File: config.mk
export PLATFORM = sky130hd
export DESIGN_NAME = pipe_hazard_ctrl_flat
export DESIGN_NICKNAME = d
export VERILOG_FILES = /design/src/rtl/pipe_hazard_ctrl_if.sv /design/src/rtl/pipe_hazard_ctrl.sv /design/src/flat_wrapper.sv
export SDC_FILE = /design/constraint.sdc
export NUM_CORES = 1
export LEC_CHECK = 0
export CORE_ASPECT_RATIO = 1.1
export CORE_MARGIN = 2
export CORE_UTILIZATION = 55
export CTS_CLUSTER_DIAMETER = 50
export DETAILED_ROUTE_END_ITERATION = 7
export PLACE_DENSITY = 0.95
export REMOVE_ABC_BUFFERS = 1
export SLEW_MARGIN = 20
export SYNTH_ARGS = -nofsm -noshare
export SYNTH_HDL_FRONTEND = slang
export SYNTH_SLANG_ARGS = --single-unit
File: constraint.sdc
create_clock -name clk -period 6.4 [get_ports clk]
set_input_delay 1.6 -clock clk [delete_from_list [all_inputs] [get_ports clk]]
set_output_delay 1.6 -clock clk [all_outputs]
set_load 0.005 [all_outputs]
File: src/rtl/pipe_hazard_ctrl_if.sv
// Handshake bundle between the pipeline datapath and the hazard controller.
// master = pipeline side (drives decode/EXU/memory status), slave = controller.
interface pipe_hazard_ctrl_if #(
    parameter int unsigned PERF_W = 16
);
    logic              id_valid;
    logic [3:0]        id_type;
    logic [4:0]        id_rs1;
    logic [4:0]        id_rs2;
    logic [4:0]        id_rd;
    logic              ex_redirect;
    logic              mem_ack;
    logic              if_stall;
    logic              id_stall;
    logic              id_flush;
    logic              ex_bubble;
    logic              pipe_freeze;
    logic              mem_err;
    logic [1:0]        state;
    logic [PERF_W-1:0] stall_cycles;

    modport master (
        output id_valid, id_type, id_rs1, id_rs2, id_rd, ex_redirect, mem_ack,
        input  if_stall, id_stall, id_flush, ex_bubble, pipe_freeze, mem_err, state,
               stall_cycles
    );

    modport slave (
        input  id_valid, id_type, id_rs1, id_rs2, id_rd, ex_redirect, mem_ack,
        output if_stall, id_stall, id_flush, ex_bubble, pipe_freeze, mem_err, state,
               stall_cycles
    );
endinterface

File: src/rtl/pipe_hazard_ctrl.sv
// Pipeline sequencing controller for the IF -> ID -> EX -> MEM core.
// Keeps a two-slot scoreboard (EX, MEM) and decides stall/flush/bubble/freeze
// combinationally each cycle; memory waits that run too long latch a sticky error.
module pipe_hazard_ctrl #(
    parameter int unsigned MEM_TIMEOUT = 255,
    parameter int unsigned PERF_W      = 16
) (
    input logic               clk,
    input logic               rst,
    pipe_hazard_ctrl_if.slave bus
);
    typedef enum logic [1:0] {
        StRun      = 2'd0,
        StMemWait  = 2'd1,
        StCsrDrain = 2'd2,
        StErr      = 2'd3
    } state_e;

    localparam logic [3:0]  TypeLoad    = 4'd7;
    localparam logic [3:0]  TypeStore   = 4'd8;
    localparam logic [3:0]  TypeCsr     = 4'd9;
    // Counter value on the last tolerated pending cycle in MEM_WAIT.
    localparam logic [15:0] TimeoutLast = 16'(MEM_TIMEOUT - 1);

    state_e            state_q, state_d;
    logic [15:0]       tmo_q, tmo_d;
    logic [PERF_W-1:0] perf_q;

    logic              ex_valid_q, ex_load_q, ex_mem_q;
    logic [4:0]        ex_rd_q;
    logic              mem_valid_q, mem_mem_q;

    logic uses_rs1, uses_rs2;
    logic mem_pending, redirect, load_use, csr_hz, ex_take;
    logic if_stall, id_stall, id_flush, ex_bubble, pipe_freeze, mem_err;

    // Register read set of the instruction in decode.
    always_comb begin
        uses_rs1 = 1'b0;
        uses_rs2 = 1'b0;
        case (bus.id_type)
            4'd0, 4'd5, 4'd7, 4'd9: uses_rs1 = 1'b1;
            4'd1, 4'd6, 4'd8: begin
                uses_rs1 = 1'b1;
                uses_rs2 = 1'b1;
            end
            default: ;
        endcase
    end

    assign mem_pending = mem_valid_q && mem_mem_q && !bus.mem_ack;
    // A redirect level with nothing in EX is stale and ignored.
    assign redirect    = bus.ex_redirect && ex_valid_q;
    assign load_use    = bus.id_valid && ex_valid_q && ex_load_q && (ex_rd_q != 5'd0) &&
                         ((uses_rs1 && (bus.id_rs1 == ex_rd_q)) ||
                          (uses_rs2 && (bus.id_rs2 == ex_rd_q)));
    assign csr_hz      = bus.id_valid && (bus.id_type == TypeCsr) && (ex_valid_q || mem_valid_q);

    // Prioritised control decision and next state.
    always_comb begin
        state_d     = state_q;
        tmo_d       = '0;
        if_stall    = 1'b0;
        id_stall    = 1'b0;
        id_flush    = 1'b0;
        ex_bubble   = 1'b0;
        pipe_freeze = 1'b0;
        mem_err     = 1'b0;
        if (state_q == StErr) begin
            if_stall    = 1'b1;
            id_stall    = 1'b1;
            pipe_freeze = 1'b1;
            mem_err     = 1'b1;
        end else if (mem_pending) begin
            // Freeze wins over everything; a held redirect is acted on after the ack.
            if_stall    = 1'b1;
            id_stall    = 1'b1;
            pipe_freeze = 1'b1;
            if (state_q == StMemWait) begin
                tmo_d = tmo_q + 16'd1;
                if (tmo_q == TimeoutLast) begin
                    state_d = StErr;
                end
            end else begin
                state_d = StMemWait;
            end
        end else if (redirect) begin
            id_flush  = 1'b1;
            ex_bubble = 1'b1;
            state_d   = StRun;
        end else if (load_use) begin
            if_stall  = 1'b1;
            id_stall  = 1'b1;
            ex_bubble = 1'b1;
            state_d   = StRun;
        end else if (csr_hz) begin
            if_stall  = 1'b1;
            id_stall  = 1'b1;
            ex_bubble = 1'b1;
            state_d   = StCsrDrain;
        end else begin
            state_d = StRun;
        end
        if (rst) begin
            if_stall    = 1'b0;
            id_stall    = 1'b0;
            id_flush    = 1'b0;
            ex_bubble   = 1'b0;
            pipe_freeze = 1'b0;
            mem_err     = 1'b0;
        end
    end

    assign ex_take = bus.id_valid && !ex_bubble;

    // State, timeout counter, scoreboard and stall-cycle counter.
    always_ff @(posedge clk or posedge rst) begin
        if (rst) begin
            state_q     <= StRun;
            tmo_q       <= '0;
            perf_q      <= '0;
            ex_valid_q  <= 1'b0;
            ex_load_q   <= 1'b0;
            ex_mem_q    <= 1'b0;
            ex_rd_q     <= '0;
            mem_valid_q <= 1'b0;
            mem_mem_q   <= 1'b0;
        end else begin
            state_q <= state_d;
            tmo_q   <= tmo_d;
            if (!pipe_freeze) begin
                mem_valid_q <= ex_valid_q;
                mem_mem_q   <= ex_mem_q;
                ex_valid_q  <= ex_take;
                ex_rd_q     <= ex_take ? bus.id_rd : 5'd0;
                ex_load_q   <= ex_take && (bus.id_type == TypeLoad);
                ex_mem_q    <= ex_take &&
                               ((bus.id_type == TypeLoad) || (bus.id_type == TypeStore));
            end
            if (if_stall && (perf_q != '1)) begin
                perf_q <= perf_q + PERF_W'(1);
            end
        end
    end

    assign bus.if_stall     = if_stall;
    assign bus.id_stall     = id_stall;
    assign bus.id_flush     = id_flush;
    assign bus.ex_bubble    = ex_bubble;
    assign bus.pipe_freeze  = pipe_freeze;
    assign bus.mem_err      = mem_err;
    assign bus.state        = state_q;
    assign bus.stall_cycles = perf_q;
endmodule

File: src/flat_wrapper.sv
// flat-port wrapper written by rule: the top's interface ports become plain ports
module pipe_hazard_ctrl_flat 
#(
    parameter int unsigned MEM_TIMEOUT = 255,
    parameter int unsigned PERF_W      = 16
)
  (clk, rst, bus_id_valid, bus_id_type, bus_id_rs1, bus_id_rs2, bus_id_rd, bus_ex_redirect, bus_mem_ack, bus_if_stall, bus_id_stall, bus_id_flush, bus_ex_bubble, bus_pipe_freeze, bus_mem_err, bus_state, bus_stall_cycles);
  pipe_hazard_ctrl_if #(.PERF_W(PERF_W)) bus_i ();
  input logic clk;
  input logic rst;
  input wire logic [$bits(bus_i.id_valid)-1:0] bus_id_valid;
  input wire logic [$bits(bus_i.id_type)-1:0] bus_id_type;
  input wire logic [$bits(bus_i.id_rs1)-1:0] bus_id_rs1;
  input wire logic [$bits(bus_i.id_rs2)-1:0] bus_id_rs2;
  input wire logic [$bits(bus_i.id_rd)-1:0] bus_id_rd;
  input wire logic [$bits(bus_i.ex_redirect)-1:0] bus_ex_redirect;
  input wire logic [$bits(bus_i.mem_ack)-1:0] bus_mem_ack;
  output wire logic [$bits(bus_i.if_stall)-1:0] bus_if_stall;
  output wire logic [$bits(bus_i.id_stall)-1:0] bus_id_stall;
  output wire logic [$bits(bus_i.id_flush)-1:0] bus_id_flush;
  output wire logic [$bits(bus_i.ex_bubble)-1:0] bus_ex_bubble;
  output wire logic [$bits(bus_i.pipe_freeze)-1:0] bus_pipe_freeze;
  output wire logic [$bits(bus_i.mem_err)-1:0] bus_mem_err;
  output wire logic [$bits(bus_i.state)-1:0] bus_state;
  output wire logic [$bits(bus_i.stall_cycles)-1:0] bus_stall_cycles;
  assign bus_i.id_valid = bus_id_valid;
  assign bus_i.id_type = bus_id_type;
  assign bus_i.id_rs1 = bus_id_rs1;
  assign bus_i.id_rs2 = bus_id_rs2;
  assign bus_i.id_rd = bus_id_rd;
  assign bus_i.ex_redirect = bus_ex_redirect;
  assign bus_i.mem_ack = bus_mem_ack;
  assign bus_if_stall = bus_i.if_stall;
  assign bus_id_stall = bus_i.id_stall;
  assign bus_id_flush = bus_i.id_flush;
  assign bus_ex_bubble = bus_i.ex_bubble;
  assign bus_pipe_freeze = bus_i.pipe_freeze;
  assign bus_mem_err = bus_i.mem_err;
  assign bus_state = bus_i.state;
  assign bus_stall_cycles = bus_i.stall_cycles;
  pipe_hazard_ctrl #(.MEM_TIMEOUT(MEM_TIMEOUT), .PERF_W(PERF_W)) u_core (.clk(clk), .rst(rst), .bus(bus_i));
endmodule
Word level (Yosys, flattened, before mapping)
Index checks and enable logic that the tools add are counted.
{"block": "classes", "addsub": 2, "n_mul": 0, "div_mod_pow": 0, "order_cmp": 0, "n_eq_ne": 13, "shift": 0, "mux": 31, "n_bitwise": 1, "reduce_logical": 25}
{"operator": "16-bit 2-to-1 mux", "n": 3}
{"operator": "16-bit by 1-bit adder with 16-bit output, second input constant", "n": 2}
{"operator": "1-bit 2-to-1 mux", "n": 21}
{"operator": "16-bit by 8-bit equality test with 1-bit output, second input constant", "n": 1}
{"operator": "16-bit != test, second input constant", "n": 1}
{"operator": "1-bit logical AND", "n": 15}
{"operator": "4-bit by 3-bit equality test with 1-bit output, second input constant", "n": 3}
{"operator": "2-bit 2-to-1 mux", "n": 6}
{"operator": "5-bit equality test", "n": 2}
{"operator": "4-bit equality test, second input constant", "n": 2}
{"operator": "7-bit OR reduction", "n": 1}
{"operator": "5-bit 2-to-1 mux", "n": 1}
{"operator": "5-bit nonzero test", "n": 1}
{"operator": "4-bit by 1-bit equality test with 1-bit output, second input constant", "n": 1}
{"operator": "4-bit zero test", "n": 1}
{"operator": "1-bit logical OR", "n": 3}
{"operator": "3-bit != test, second input constant", "n": 1}
{"operator": "3-bit OR reduction", "n": 1}
{"operator": "2-bit by 1-bit equality test with 1-bit output, second input constant", "n": 1}
{"operator": "2-bit equality test, second input constant", "n": 1}
{"operator": "1-bit zero test", "n": 2}
{"operator": "2-bit AND reduction", "n": 1}
{"operator": "1-bit inverter", "n": 1}
{"block": "totals", "register_bits": 44, "latchBits": 0, "ramBits": 0, "rom_bits": 0, "input_bits": 24, "out_inout_bits": 24, "elab_cells": 81, "n_memories": 0}

Depth between registers and ports, before layout
Gate-level depths: netlist of run 1.
{"block": "depth", "word_depth": 14, "ltp_mapped": 8, "ltp_nobuf": 7}

Worst setup path before layout of run 1
No wires, ideal clock.
{"block": "synth_timing", "path_type": "in2out", "startpoint": "input rst", "endpoint": "output bus_pipe_freeze", "arrival_time_ns": 3.358, "t_required_ns": 4.800, "slack_ns": 1.442, "path_stages": 4, "path_buffers": 1, "cell_sequence": "inv_1 -> nand2_1 -> inv_1 -> clkbuf_1"}
{"block": "synth_via", "elab_chain_cells": 1}
{"element": "start, declared", "line_no": "flat_wrapper.sv:10", "source": "input logic rst;"}
{"element": "1-bit 2-to-1 mux", "line_no": "pipe_hazard_ctrl.sv:104", "source": "if (rst) begin"}
{"element": "end, declared", "line_no": "flat_wrapper.sv:22", "source": "output wire logic [$bits(bus_i.pipe_freeze)-1:0] bus_pipe_freeze;"}
No other way between the ends.

Final worst setup path of run 1
{"block": "layout_timing", "startpoint": "input bus_id_type[2]", "endpoint": "output bus_ex_bubble"}
{"block": "layout_via", "elab_chain_cells": 11, "word_cells_on_any_way": 23, "cone_classes": "eq/ne (6); mux (8); reduce/logical (9)"}
{"element": "start, declared", "line_no": "flat_wrapper.sv:12", "source": "input wire logic [$bits(bus_i.id_type)-1:0] bus_id_type;"}
{"element": "4-bit by 3-bit equality test with 1-bit output, or another cell as far along", "line_no": "pipe_hazard_ctrl.sv:41", "source": "case (bus.id_type)"}
{"element": "7-bit OR reduction (no line) or 3-bit OR reduction (tied branches)"}
{"element": "1-bit 2-to-1 mux", "line_no": "pipe_hazard_ctrl.sv:41"}
{"element": "1-bit logical AND, on equally long branches", "line_no": "pipe_hazard_ctrl.sv:55, pipe_hazard_ctrl.sv:56"}
{"element": "1-bit logical OR", "line_no": "pipe_hazard_ctrl.sv:55", "source": "((uses_rs1 && (bus.id_rs1 == ex_rd_q)) ||"}
{"element": "1-bit logical AND", "line_no": "pipe_hazard_ctrl.sv:54", "source": "assign load_use = bus.id_valid && ex_valid_q && ex_load_q && (ex_rd_q != 5'd0) &&"}
{"element": "1-bit 2-to-1 mux (*)", "line_no": "pipe_hazard_ctrl.sv:91", "source": "end else if (load_use) begin"}
{"element": "1-bit 2-to-1 mux (*)", "line_no": "pipe_hazard_ctrl.sv:87", "source": "end else if (redirect) begin"}
{"element": "1-bit 2-to-1 mux (*)", "line_no": "pipe_hazard_ctrl.sv:74", "source": "end else if (mem_pending) begin"}
{"element": "1-bit 2-to-1 mux (*)", "line_no": "pipe_hazard_ctrl.sv:69", "source": "if (state_q == StErr) begin"}
{"element": "1-bit 2-to-1 mux (*)", "line_no": "pipe_hazard_ctrl.sv:104"}
{"element": "end, declared", "line_no": "flat_wrapper.sv:21", "source": "output wire logic [$bits(bus_i.ex_bubble)-1:0] bus_ex_bubble;"}
Mark *: on every way between the ends. The rest lies on a longest branch, timed or not.

==> metrics.md, run 1 <==
| Metric | Value |
|---|---|
| Status | `completed` |
| Clock share of power | `0.328` |
| Final Critical Period | `5.62 ns` |
| CP Data Arrival Time | `4.02 ns` |
| Area of the die | `4790 sq um` |
| Biggest fanout along the worst timing path | `5` |
| Predominant post-synthesis flop cell | `dfrtp_1` |
| Pre-CTS setup slack | `0.776 ns` |
| Pin count of the biggest net entering global routing | `47` |
| Count of warnings emitted by yosys | `0` |
| Standard-cell rows | `24` |
| Portion of the clock cycle consumed by the worst path in the final layout | `0.878` |
| Routability cong. | `0.816` |
| Final design utilization | `0.730` |
| Worst Tran Pin Value | `0.858 ns` |
| Final Worst Setup Slack | `0.779 ns` |
| Post-synthesis cell type with the largest combined area | `dfrtp_1` |
| Sum of routed wire length over all layers | `5450 um` |
| Ant. Diodes | `0` |
| Number of global-route vias before repair | `1871` |
| Number of iterations in the first detailed-routing pass | `4` |
| Worst hold path type | `reg -> reg` |
| Min-Delay Startpoint | `u_core.bus.stall_cycles[11]$_DFFE_PP0P_` |
| Die width | `66.2 um` |
| Post-CTS sizing | `0` |
| Count of final hold-check violations | `0` |
| IO Port Bufs | `47` |
| Unrepaired setup endpoints after global routing | `false` |
| Clock edge transition at the registers on the reported setup and hold paths | `0.08 ns` |
| Net count reported at finish | `302` |
| Clock insertion delay at the later pin of the skew report | `0.30 ns` |
| Flop and latch count out of synthesis | `44` |
| Synth top area cells | `dfrtp_1, xor2_1, xnor2_1` |
| # DRC | `0` |
| Switching fraction of total power | `0.247` |
| Kind of end point of the critical path | `output pin` |
| Clock tree root driver cell | `clkbuf_8` |
| Clock skew after layout | `0.00641 ns` |
| Avg Cell Area, Syn | `10.3 sq um` |
| Maximum buffer depth of the clock tree | `2` |
| Sequential group share of total power | `0.540` |
| Comb power frac | `0.132` |
| Aggregate global-route resource usage | `0.247` |
| Leakage power of the design | `1.26 nW` |
| Chip height | `72.4 um` |
| P&R area growth vs syn | `25.7%` |
| Total Neg Setup Slack | `0 ns` |
| Pwr per Cell Area | `189 nW/um^2` |
| Required time at the worst-slack endpoint | `4.80 ns` |
| Share of async-settable or async-resettable flops after synthesis | `1.00` |
| Vias after detailed routing | `1936` |
| Category of the worst setup path launch point | `primary input` |
| Max Cap Violations | `0` |
| Total clock buffers created by CTS | `5` |
| Max-slew headroom at the worst pin | `0.424` |
| VDD IR-drop max | `164 uV` |
| Setup-failing EPs final | `0` |
| Share of final-layout standard cells stronger than drive strength 1 | `0.0688` |
| Wire length of the first global-routing pass | `8850 um` |
| Synthesized area | `2340 sq um` |
| Critical path class | `in -> out` |
| Startpoint of the worst register-to-register path | `u_core.mem_valid_q$_DFFE_PP0N_` |
| Max-slew violation count | `0` |
| Count of buffers added by post-CTS timing repair for setup | `0` |
| Sequential cell area fraction in the yosys report | `0.471` |
| Achievable clock frequency | `178 MHz` |
| HPWL reported at the end of detailed placement | `3870 um` |
| Drt initial violations | `167` |
| Design internal power | `0.000417 W` |
| Sw power | `0.000137 W` |
| Number of enable flip-flop cells after synthesis | `0` |
| Number of nets with antenna violations after routing | `0` |
| Avg Vias per Cell | `5.90` |
| CTS Sinks | `44` |
| Post-cts hold buffer count | `0` |
| Placeable core area | `4020 sq um` |
| Final routed wire length divided by cell count | `16.6 um` |
| Critical path startpoint | `bus_id_type[2]` |
| Top cell type's share of synthesized area | `0.471` |
| Effective utilization at floorplan | `0.581` |
| Netlist cell types | `45` |
| Antenna violations before repair | `0` |
| Total power after layout | `0.000554 W` |
| Total global routing overflow | `0` |
| Cells after synthesis | `227` |
| H-tree depth | `2` |
| TritonCTS clock tree | `built` |
| Top Ports | `48` |
## final cells by class
class | instances | area, sq um
clock buffers | 8 | 90.1
repair buffers | 48 | 478
fillers | 308 | 1080
multi-input cells | 172 | 1190
well taps | 52 | 65.1
flip-flops and latches | 44 | 1100
inverters | 4 | 15.0
## kinds of logic after synthesis
group                      Yosys count  synth area share
AOI/OAI and AO/OA                   24            0.0845
xor gates and xnor gates            38             0.142
adders and majority gates            3            0.0161
buffers and inverters               11            0.0230
DFF                                 44             0.471
muxes                                1           0.00642
and+or+nand+nor                    106             0.257
## worst paths after layout
kind	end	slack, ns	depth (start not counted)
worst max-delay path	bus_ex_bubble	0.78	7
worst min register to register	u_core.bus.stall_cycles[11]$_DFFE_PP0P_	0.50	1
min in group asynchronous	u_core.bus.stall_cycles[6]$_DFFE_PP0P_	2.00	3
max in group asynchronous	u_core.bus.stall_cycles[0]$_DFFE_PP0P_	4.02	3
worst min-delay path	u_core.bus.stall_cycles[11]$_DFFE_PP0P_	0.50	1
worst max register to register	u_core.bus.stall_cycles[1]$_DFFE_PP0P_	3.66	7
## cell usage in the layout, fill, tap and decap left out, types with 6 or more instances in the layout
cell type,netlist,final
a22o_1,7,7
clkbuf_8,0,6
clkdlybuf4s50_1,0,47
dfrtp_1,44,44
nand2_1,24,24
nand3_1,12,12
nand4_1,8,8
nor2_1,22,22
nor3_1,12,12
xnor2_1,13,13
xor2_1,25,25
## per-stage QoR
| stage | cells | hold slack (ns) | cell area, sq um |
|---|---|---|---|
| 2_1_floorplan | 220 | 0.462 | 2300 |
| 5_1_grt | 328 | 0.509 | 2940 |
| 6_report | 328 | 0.502 | 2940 |
| 3_3_place_gp | 320 | 0.477 | 2840 |
| 3_5_place_dp | 320 | 0.481 | 2850 |
| 4_1_cts | 328 | 0.494 | 2940 |
## registers in the layout, summed over array words and instances, names as in the netlist
register	count
u_core.ex_rd_q	5
u_core.bus.state	2
u_core.mem_mem_q	1
u_core.bus.stall_cycles	16
u_core.tmo_q	16
u_core.mem_valid_q	1
u_core.ex_valid_q	1
u_core.ex_mem_q	1
u_core.ex_load_q	1
## cells in the mapped netlist (7+ instances only)
cell type,instances
xnor2_1,13
nor2_1,22
xor2_1,25
dfrtp_1,44
nand2_1,24
nand4_1,8
a22o_1,7
nor3_1,12
nand3_1,12
## worst max-delay path, cell delays in order
cell and delay [ns]:
clkdlybuf4s50_1 0.54, nor4bb_1 0.33, a211oi_1 0.13, nor4_4 0.44
nor3_1 0.13, a211oi_1 0.29, clkdlybuf4s50_1 0.56
## routing by layer
metal / GRT usage / wire, um / up-vias
met5: 0 / 0 / -
met4: 0.125 / 175 / 0
li1: - / - / 908
met1: 0.312 / 2260 / 943
met2: 0.397 / 2690 / 68
met3: 0.0574 / 323 / 17
## power by group through the flow
stage	clock (W)	combinational (W)	sequential (W)
floorplan	0	0.0000356	0.000303
global placement	0	0.0000712	0.000305
detailed placement	0	0.0000740	0.000305
CTS	0.000182	0.0000745	0.000299
global route	0.000194	0.0000812	0.000301
finish	0.000182	0.0000730	0.000299
Power figures use the tool's default switching activity.
==> run 2: changes to the inputs <==
Settings changed: SKIP_CTS_REPAIR_TIMING set to 1.
==> results of run 2 <==
Same layout as run 1: the final DEF is identical, and so are final timing and power.
